<file path="src/rtl/reg_file_scoreboard.sv">
// Register file with post-reset clearing sweep and a per-register busy scoreboard.
// Optional same-cycle write-to-read bypass is enabled by defining REGFILE_BYPASS_EN.
module reg_file_scoreboard #(
   parameter int DATA_W = 32,
   parameter int ADDR_W = 5
) (
   input  logic              clk,
   input  logic              rst_n,
   input  logic [ADDR_W-1:0] ra1,
   input  logic [ADDR_W-1:0] ra2,
   output logic [DATA_W-1:0] rd1,
   output logic [DATA_W-1:0] rd2,
   output logic              busy1,
   output logic              busy2,
   input  logic              we,
   input  logic [ADDR_W-1:0] wa,
   input  logic [DATA_W-1:0] wd,
   input  logic              iss_v,
   input  logic [ADDR_W-1:0] iss_a,
   output logic              ready
);

   localparam int NREG = 2 ** ADDR_W;

   localparam logic [0:0] S_CLEAR = 1'b0;
   localparam logic [0:0] S_READY = 1'b1;

   logic [0:0]        state_q, state_d;
   logic [ADDR_W-1:0] idx_q, idx_d;
   logic [NREG-1:0]   busy_q, busy_d;
   logic [DATA_W-1:0] regs_q [NREG];

   logic wr_en;

   assign ready = (state_q == S_READY);
   assign wr_en = ready && we && (wa != '0);

   always_comb begin
      state_d = state_q;
      idx_d   = idx_q;
      if (state_q == S_CLEAR) begin
         if (&idx_q) begin
            state_d = S_READY;
         end else begin
            idx_d = idx_q + ADDR_W'(1);
         end
      end
   end

   // Clear before set so a same-address issue wins over the write.
   always_comb begin
      busy_d = busy_q;
      if (ready) begin
         if (we) begin
            busy_d[wa] = 1'b0;
         end
         if (iss_v && (iss_a != '0)) begin
            busy_d[iss_a] = 1'b1;
         end
      end
      busy_d[0] = 1'b0;
   end

   always_ff @(posedge clk or negedge rst_n) begin
      if (!rst_n) begin
         state_q <= S_CLEAR;
         idx_q   <= ADDR_W'(1);
         busy_q  <= '0;
      end else begin
         state_q <= state_d;
         idx_q   <= idx_d;
         busy_q  <= busy_d;
      end
   end

   // Storage has no reset; contents are zeroed by the sweep instead.
   always_ff @(posedge clk) begin
      if (wr_en) begin
         regs_q[wa] <= wd;
      end else if (state_q == S_CLEAR) begin
         regs_q[idx_q] <= '0;
      end
   end

   always_comb begin
      rd1 = '0;
      rd2 = '0;
      if (ready && (ra1 != '0)) rd1 = regs_q[ra1];
      if (ready && (ra2 != '0)) rd2 = regs_q[ra2];
`ifdef REGFILE_BYPASS_EN
      if (wr_en && (ra1 == wa)) rd1 = wd;
      if (wr_en && (ra2 == wa)) rd2 = wd;
`else
`endif
   end

   assign busy1 = busy_q[ra1];
   assign busy2 = busy_q[ra2];

endmodule

</file>
<file path="config.mk">
export PLATFORM = sky130hd
export DESIGN_NAME = reg_file_scoreboard
export DESIGN_NICKNAME = d
export VERILOG_FILES = /design/src/rtl/reg_file_scoreboard.sv
export SDC_FILE = /design/constraint.sdc
export NUM_CORES = 1
export LEC_CHECK = 0
export CAP_MARGIN = 40
export CORE_MARGIN = 8
export CORE_UTILIZATION = 41
export DETAILED_ROUTE_END_ITERATION = 10
export GPL_TIMING_DRIVEN = 0
export PLACE_DENSITY_LB_ADDON = 0.1
export SLEW_MARGIN = 20
export SYNTH_ARGS = -nofsm -noshare
export SYNTH_HDL_FRONTEND = slang
export SYNTH_SLANG_ARGS = --single-unit
export TNS_END_PERCENT = 30
</file>
<file path="constraint.sdc">
create_clock -name clk -period 6.05 [get_ports clk]
set_clock_uncertainty 0.15 [all_clocks]
set_input_delay 1.815 -clock clk [delete_from_list [all_inputs] [get_ports clk]]
set_output_delay 1.815 -clock clk [all_outputs]
set_load 0.01 [all_outputs]
</file>
* Word-level counts from Yosys, hierarchy flattened
Memory sizes are Yosys's and may differ from the RTL's. Cells that the tools add are included.
Word-level totals: bits in registers 37, bits in writable memories 1024, input bits 56, output and inout port bits 67, logic and storage cells 53, memories kept 1
Operators by class: add/sub/neg operators 1, order comparisons 6, multiplexer cells 23, bitwise logic cells 5, reduce and logical (&&, ||, !) cells 14
Memories:
- regs_q | depth 32, bits a word 32, read ports 2, clocked after Yosys merged registers in 0, write ports 1, line 31 | logic [DATA_W-1:0] regs_q [NREG];
Operators with widths (number):
- $mux W32 | 6
- $and A32 B32 Y32 | 1
- $not A32 Y32 | 1
- $or A32 B32 Y32 | 1
- $reduce_or A32 Y1 | 1
- $lt A5 B6 Y1 const B | 4
- $reduce_bool A5 Y1 | 4
- $mux W1 | 12
- $bmux W1 S5 | 2
- $demux W1 S5 | 2
- $ge A5 B1 Y1 const B | 2
- $logic_and A1 B1 Y1 | 7
- $add A5 B1 Y5 const B | 1
- $mux W5 | 1
- $reduce_and A5 Y1 | 1
- $not A1 Y1 | 2
- $reduce_and A2 Y1 | 1

* Longest topological paths before layout
Gate-level depths: netlist of the first run.
depth in word-level cells 10, gate-level depth with buffers 9, mapped depth without buffers 6

* Worst setup path before layout of the first run
OpenSTA, ideal clock, no wires.
path type input to output, start in ra2[0], end out busy2, arrival time 3.485 ns, data required time 4.085 ns, setup slack 0.600 ns, stages 6, buffers on the path 3, cell sequence buf_2 -> buf_2 -> buf_2 -> mux4_2 -> mux4_2 -> mux2_2
Between the ends: longest elaborated chain between the ends 2
Ends and longest elaborated chain:
- from (decl) | line 10 | input logic [ADDR_W-1:0] ra2,
- $bmux W1 S5 | line 98 | assign busy2 = busy_q[ra2];
- $mux W1 (implied by the code) | line 98
- to (decl) | line 14 | output logic busy2,
Every way passes these cells. The select of a mux whose other input is x is not followed.

* Worst setup path in the final report of the first run
start in ra1[1], end out rd1[21]
Between the ends: longest elaborated chain between the ends 3, elaborated cells on any way between the ends 4, those cells by class 1 x mux; 2 x reduce/logical; 1 x memory
Ends and longest elaborated chain:
- from (decl) | line 9 | input logic [ADDR_W-1:0] ra1,
- branches (longest 2 deep; another with $mem_v2 Z32 W32)
- $mux W32 * | line 88 | if (ready && (ra1 != '0)) rd1 = regs_q[ra1];
- to (decl) | line 11 | output logic [DATA_W-1:0] rd1,
Every way passes the cells marked *.

==> results of run 1 <==
kinds of logic (layout without fill, tap and decap cells):
family          Yosys count  in the layout  share of synthesized area [%]
flops                  1061           1061                           63.4
mux                     814            814                           24.6
compound gates          493            493                           7.00
simple gates            287            287                           2.77
buf+inv                 221            674                           2.09
xor+xnor                  3              3                         0.0526
fa+ha+maj                 2              2                         0.0501
timing repair:
| action | in CTS | in global routing |
|---|---|---|
| pin swaps | 32 | 8 |
| cloned | 2 | 1 |
| gates resized for setup | 868 | 82 |
| setup endpoints to repair | 66 | 32 |
| endpoints found under the hold margin | 0 | 0 |
| buffers inserted | 14 | 0 |
area by class of cell:
cell class | count | area, µm²
Fill cell | 9969 | 58900
Sequential cell | 1061 | 31700
Multi-Input combinational cell | 1599 | 19600
Timing Repair Buffer | 243 | 3280
Clock buffer | 154 | 3130
Buffer | 212 | 2390
Tap cell | 1625 | 2030
Clock inverter | 60 | 362
Inverter | 5 | 26.3
state kept, by name, summed over array words and instances, names as in the netlist:
name and count:
regs_q 1024, busy_q 31, idx_q 5, ready 1
per-layer routing:
| metal | vias to the layer above | wire length [µm] |
|---|---|---|
| li1 | 12900 | - |
| met1 | 17200 | 73600 |
| met2 | 1890 | 88200 |
| met3 | 395 | 15300 |
| met4 | 2 | 11300 |
| met5 | - | 7 |
path summary, 6_finish.rpt:
path                                 from             to  slack [ns]  cells after the start
worst min register to register  busy_q[9]      busy_q[9]        0.39                      2
worst max-delay path               ra1[1]        rd1[21]       -0.12                      9
max in group asynchronous           rst_n       idx_q[0]        4.44                      2
worst max register to register      ready  regs_q[1][12]        1.43                      9
worst min-delay path            busy_q[9]      busy_q[9]        0.39                      2
min in group asynchronous           rst_n     busy_q[31]        0.81                      1
worst max-delay path, stage by stage:
cell and delay [ns]:
buf_4 0.20, and2_2 0.28, buf_6 0.26, clkbuf_1 0.29
buf_6 0.23, nand2_1 0.11, a311oi_4 0.54, o21ai_2 0.13
dlygate4sd2_1 0.31
power by group through the flow:
stage	clock network (mW)	logic (mW)	registers [mW]
after floorplan	0	0.907	8.27
after global placement	0	1.70	8.29
after detailed placement	0	1.80	8.28
after CTS	6.73	2.08	8.13
after global routing	7.00	2.18	8.13
final	6.68	2.12	8.13
per-stage QoR:
step,TNS [ns],hold slack (ns)
CTS,-1.71,0.389
detailed placement,-107.94,0.377
finish,-0.545,0.386
floorplan,0,0.332
global placement,-1118.51,0.360
global route,-0.574,0.415
layout by cell type (no fill, tap or decap), types with 16 or more instances in the layout:
master           instances
nand3_1                 21
o211ai_1                50
o21ai_0                 68
buf_12                  52
clkbuf_16              122
buf_2                   18
and2_2                  18
o21ai_1                 19
clkbuf_4                21
a221oi_2                32
nor2_4                  39
a221oi_1                29
a31oi_4                 24
dfrtp_1                 36
buf_4                   46
dlygate4sd2_1           33
nor2_1                  16
clkbuf_2                18
clkdlybuf4s50_1         46
dlymetal6s2s_1          17
and2_1                  35
mux4_2                 332
a22oi_1                 98
buf_16                  30
clkbuf_1                47
a221o_1                 26
a22oi_2                 40
a21oi_1                 26
mux2i_1                410
clkinv_2                24
nand2_1                103
clkinv_1                29
mux2i_4                 50
buf_8                   59
edfxtp_1              1024
buf_6                   76
==> flow_summary.yaml, run 1 <==
final_layout:
  antenna-diode-count: 0
  final-instance-count-excl-fill: 4959
  drive_gt1_share_pct: 33.7
  final_nets: 3298
  final_core_util_pct: 51.5
  final_cell_area_um2: 62500
  area_delta_synth_final_pct: 25.0
power:
  p_switching_mw: 4.25
  clkPwrFrac_pct: 39.5
  pwr-share-seq_pct: 48.0
  p_int_mw: 12.7
  irDropWorstVdd_mv: 0.216
  power_frac_comb_pct: 12.5
  power-per-cell-area_nw_per_um2: 271
  p_leak_nw: 21.0
  swShare_pct: 25.1
  p_total_mw: 16.9
clock_tree:
  cts_sinks: 1061
  htreeDepth: 3
  holdBufCountCts: 0
  numCtsBuffers: 118
  clk-insertion-delay-late_ns: 0.70
  cts_tree: "built"
  clk_path_buf_depth: 3
  clk_pin_slew_ns: 0.05
  root_buffer: "clkbuf_16"
global_route:
  antenna_found_initial: 7
  gr-usage-met2_pct: 44.4
  grt_util_met1_pct: 36.9
  grt_max_degree: 33
  grt_usage_pct: 27.8
  met3_usage_pct: 4.62
  grt_pass1_vias: 33300
  grt_overflow: 0
  grt_pass1_wl_mm: 259
  gr-max-usage-layer: "met2"
place:
  dp_hpwl_mm: 134
  placed_cells: 4731
  gp_congestion: 0.926
  postPlaceCellArea_um2: 55300
  pre_cts_ws_ns: -2.24
  numPortBuffers: 113
outcome:
  status: "finished, violations left"
  violations: "setup timing"
floorplan:
  initial_core_util_pct: 41.2
  die-height_um: 365
  num_rows: 128
  core_area_um2: 121000
  io_pins: 123
  die_w_um: 365
  dieArea_um2: 133000
synthesis:
  synth_edf_count: 1024
  netlist_instances: 2881
  synth_fp_nets: 2939
  ys_seq_elements: 1061
  yosysMostFrequentCell: "edfxtp_1"
  netlist.area_leader.share_pct: 61.5
  ys_types: 48
  syn_area_um2: 50000
  yosys-top-cells-area: "edfxtp_1 62%, mux4_2 15%, mux2i_1 9.5%"
  ys_async_sr_fraction_pct: 3.49
  syn_avg_cell_area_um2: 17.3
  yosys_warnings: 0
  yosys.area.top_type: "edfxtp_1"
  netlist_top_cells_count: "1,024 x edfxtp_1, 475 x mux2i_1, 332 x mux4_2, 138 x a22oi_1, 116 x buf_2"
  synth-main-ff-cell: "edfxtp_1"
  yosysSeqAreaShare_pct: 63.4
drt:
  drtIter0Drc: 4041
  wire_per_inst_um: 38.0
  via_count: 32400
  viasPerCell: 6.53
  drtAntennaViolNets: 0
  firstDrtPassIters: 6
  wl_mm: 188
  drc: 0
sta:
  slew_headroom_pct: 40.5
  period_needed_ns: 6.17
  finalWorstSetupSlack_ns: -0.115
  finalHoldViolations: 0
  fmax_mhz: 162
  rsz0062_at_grt: "true"
  finalMaxSlewViolations: 0
  tightest_slew_ns: 0.892
  final.period_utilization_pct: 102
  setup_violations: 9
critical_path:
  end_kind: "output pin"
  critPathKind: "input port to output pin"
  worstPathArrival_ns: 4.20
  cp-start-kind: "input port"
  required_ns: 4.09
  cp_max_fo: 10
worst_hold_path:
  hold_class: "flip-flop to flip-flop"
flow_run:
  cap_viol_max_count: 0
(Power assumes the default switching activity.)
==> run 2: changes to the inputs <==
CAP_MARGIN = unset   (was 40)
PLACE_DENSITY = 0.62   (was unset)
PLACE_DENSITY_LB_ADDON = unset   (was 0.1)
==> flow_summary.yaml, run 2 (synthesis gave the netlist of run 1 again) <==
global_route:
  grt_max_degree: 33
  grt_pass1_wl_mm: 247
  grt_overflow: 0
  antenna_found_initial: 14
  grt_usage_pct: 26.2
  grt_pass1_vias: 32200
clock_tree:
  cts_tree: "built"
  root_buffer: "clkbuf_16"
  htreeDepth: 3
  clk_pin_slew_ns: 0.06
  numCtsBuffers: 113
  clk-insertion-delay-late_ns: 0.69
  cts_sinks: 1061
  holdBufCountCts: 0
  clk_path_buf_depth: 3
outcome:
  status: "finished, violations left"
  violations: "setup timing"
critical_path:
  end_kind: "output pin"
  critPathKind: "input port to output pin"
  slowest_delay_ns: 0.58
  r2r-start: "ready"
  crit_top_cell: "buf_12"
  path_cells: "buf_4 > buf_12 > buf_12 > buf_8 > mux2i_1 > a221oi_1 > o21ai_1 > nand3_1 > and2_2 > clkdlybuf4s50_1"
  cp_max_fo: 10
  r2r_slack_ns: 1.34
  reg2regPathDepth: 5
  worstSetupEndpoint: "rd2[28]"
  crit_start: "ra2[2]"
  worstPathArrival_ns: 4.18
  worstReg2RegEnd: "regs_q[9][23]"
  required_ns: 4.09
  critPathSlowestCell: "clkdlybuf4s50_1"
  cp-start-kind: "input port"
power:
  p_leak_nw: 20.5
  p_total_mw: 17.1
  irDropWorstVdd_mv: 0.244
  power-per-cell-area_nw_per_um2: 277
drt:
  drtAntennaViolNets: 0
  viasPerCell: 6.56
  firstDrtPassIters: 6
  wl_mm: 178
  wire_per_inst_um: 36.5
  drtIter0Drc: 4261
  via_count: 32100
  drc: 0
sta:
  tightest_slew_ns: 1.27
  final.period_utilization_pct: 102
  hold_ws_ns: 0.388
  slew_headroom_pct: 15.3
  rsz0062_at_grt: "true"
  period_needed_ns: 6.15
  finalHoldViolations: 0
  finalMaxSlewViolations: 0
  finalWorstSetupSlack_ns: -0.0951
  setup_violations: 12
  fmax_mhz: 163
final_layout:
  layout_common_cells: "1,024 x edfxtp_1, 408 x mux2i_1, 332 x mux4_2"
  final_common_cell: "edfxtp_1"
  final_cell_area_um2: 61500
  final_nets: 3221
  final_core_util_pct: 50.7
  area_delta_synth_final_pct: 23.1
  largest_register_ffs: 1024
  reg.largest.list: "regs_q x1024, busy_q x31, idx_q x5"
  largest-register: "regs_q"
  drive_gt1_share_pct: 33.9
flow_run:
  cap_viol_max_count: 0
floorplan:
  die-height_um: 365
  dieArea_um2: 133000
  core_area_um2: 121000
  num_rows: 128
  initial_core_util_pct: 41.2
  io_pins: 123
  die_w_um: 365
worst_hold_path:
  hold_class: "flip-flop to flip-flop"
  min_from: "busy_q[11]"
place:
  numPortBuffers: 113
  postPlaceCellArea_um2: 54300
  dp_hpwl_mm: 124
  gp_congestion: 0.956
  pre_cts_ws_ns: -2.33
-- run 2: worst max-delay path: cells and delay by family --
family          cells  cell delay [ns]
compound gates      2             0.48
simple gates        2             0.40
mux                 1             0.10
buf+inv             5             1.35
-- run 2: routing by layer --
layer | part of all wire (%) | global-route usage [%]
met3 | 11 | 6.97
met5 | 0.037 | 0
met1 | 37 | 34.3
met2 | 45 | 40.2
met4 | 6.4 | 13.8
-- run 2: worst min path at each step --
stage                            end  slack [ns]  cells after the start
after global routing       busy_q[9]        0.42                      2
after detailed placement  busy_q[11]        0.38                      2
final                     busy_q[11]        0.39                      2
after CTS                 busy_q[11]        0.39                      2
after global placement     busy_q[7]        0.36                      2
after floorplan            busy_q[5]        0.33                      2
-- run 2: through the flow --
| step | instances | TNS, ns |
|---|---|---|
| 2_1_floorplan | 2881 | 0 |
| 3_3_place_gp | 4619 | -943.22 |
| 3_5_place_dp | 4658 | -111.82 |
| 4_1_cts | 4877 | -2.69 |
| 5_1_grt | 4882 | -0.562 |
| 6_report | 4891 | -0.567 |
-- run 2: what timing repair did --
action                     4_1_cts  5_1_grt
setup buffers                   12        5
setup endpoints to repair       66       44
hold endpoints to repair         0        0
pin swaps                       28       14
gates resized for setup        867      129
cloned                           1        0
-- run 2: final cells by class --
cell class / instances / area, µm²
sequential: 1061 / 31700
inverter: 5 / 21.3
antenna: 9 / 22.5
clock buffer: 132 / 2920
buffer: 213 / 2360
fill: 9854 / 59900
timing repair buffer: 170 / 2140
multi-input combinational: 1599 / 19700
clock inverter: 77 / 691
tap: 1625 / 2030
-- run 2: power breakdown --
group | internal [mW] | leakage, nW | total, mW | switching, mW
clock network | 3.91 | 1.75 | 6.89 | 2.98
registers | 8.10 | 9.68 | 8.13 | 0.0271
logic | 0.796 | 9.11 | 2.04 | 1.25
total | 12.8 | 20.5 | 17.1 | 4.25
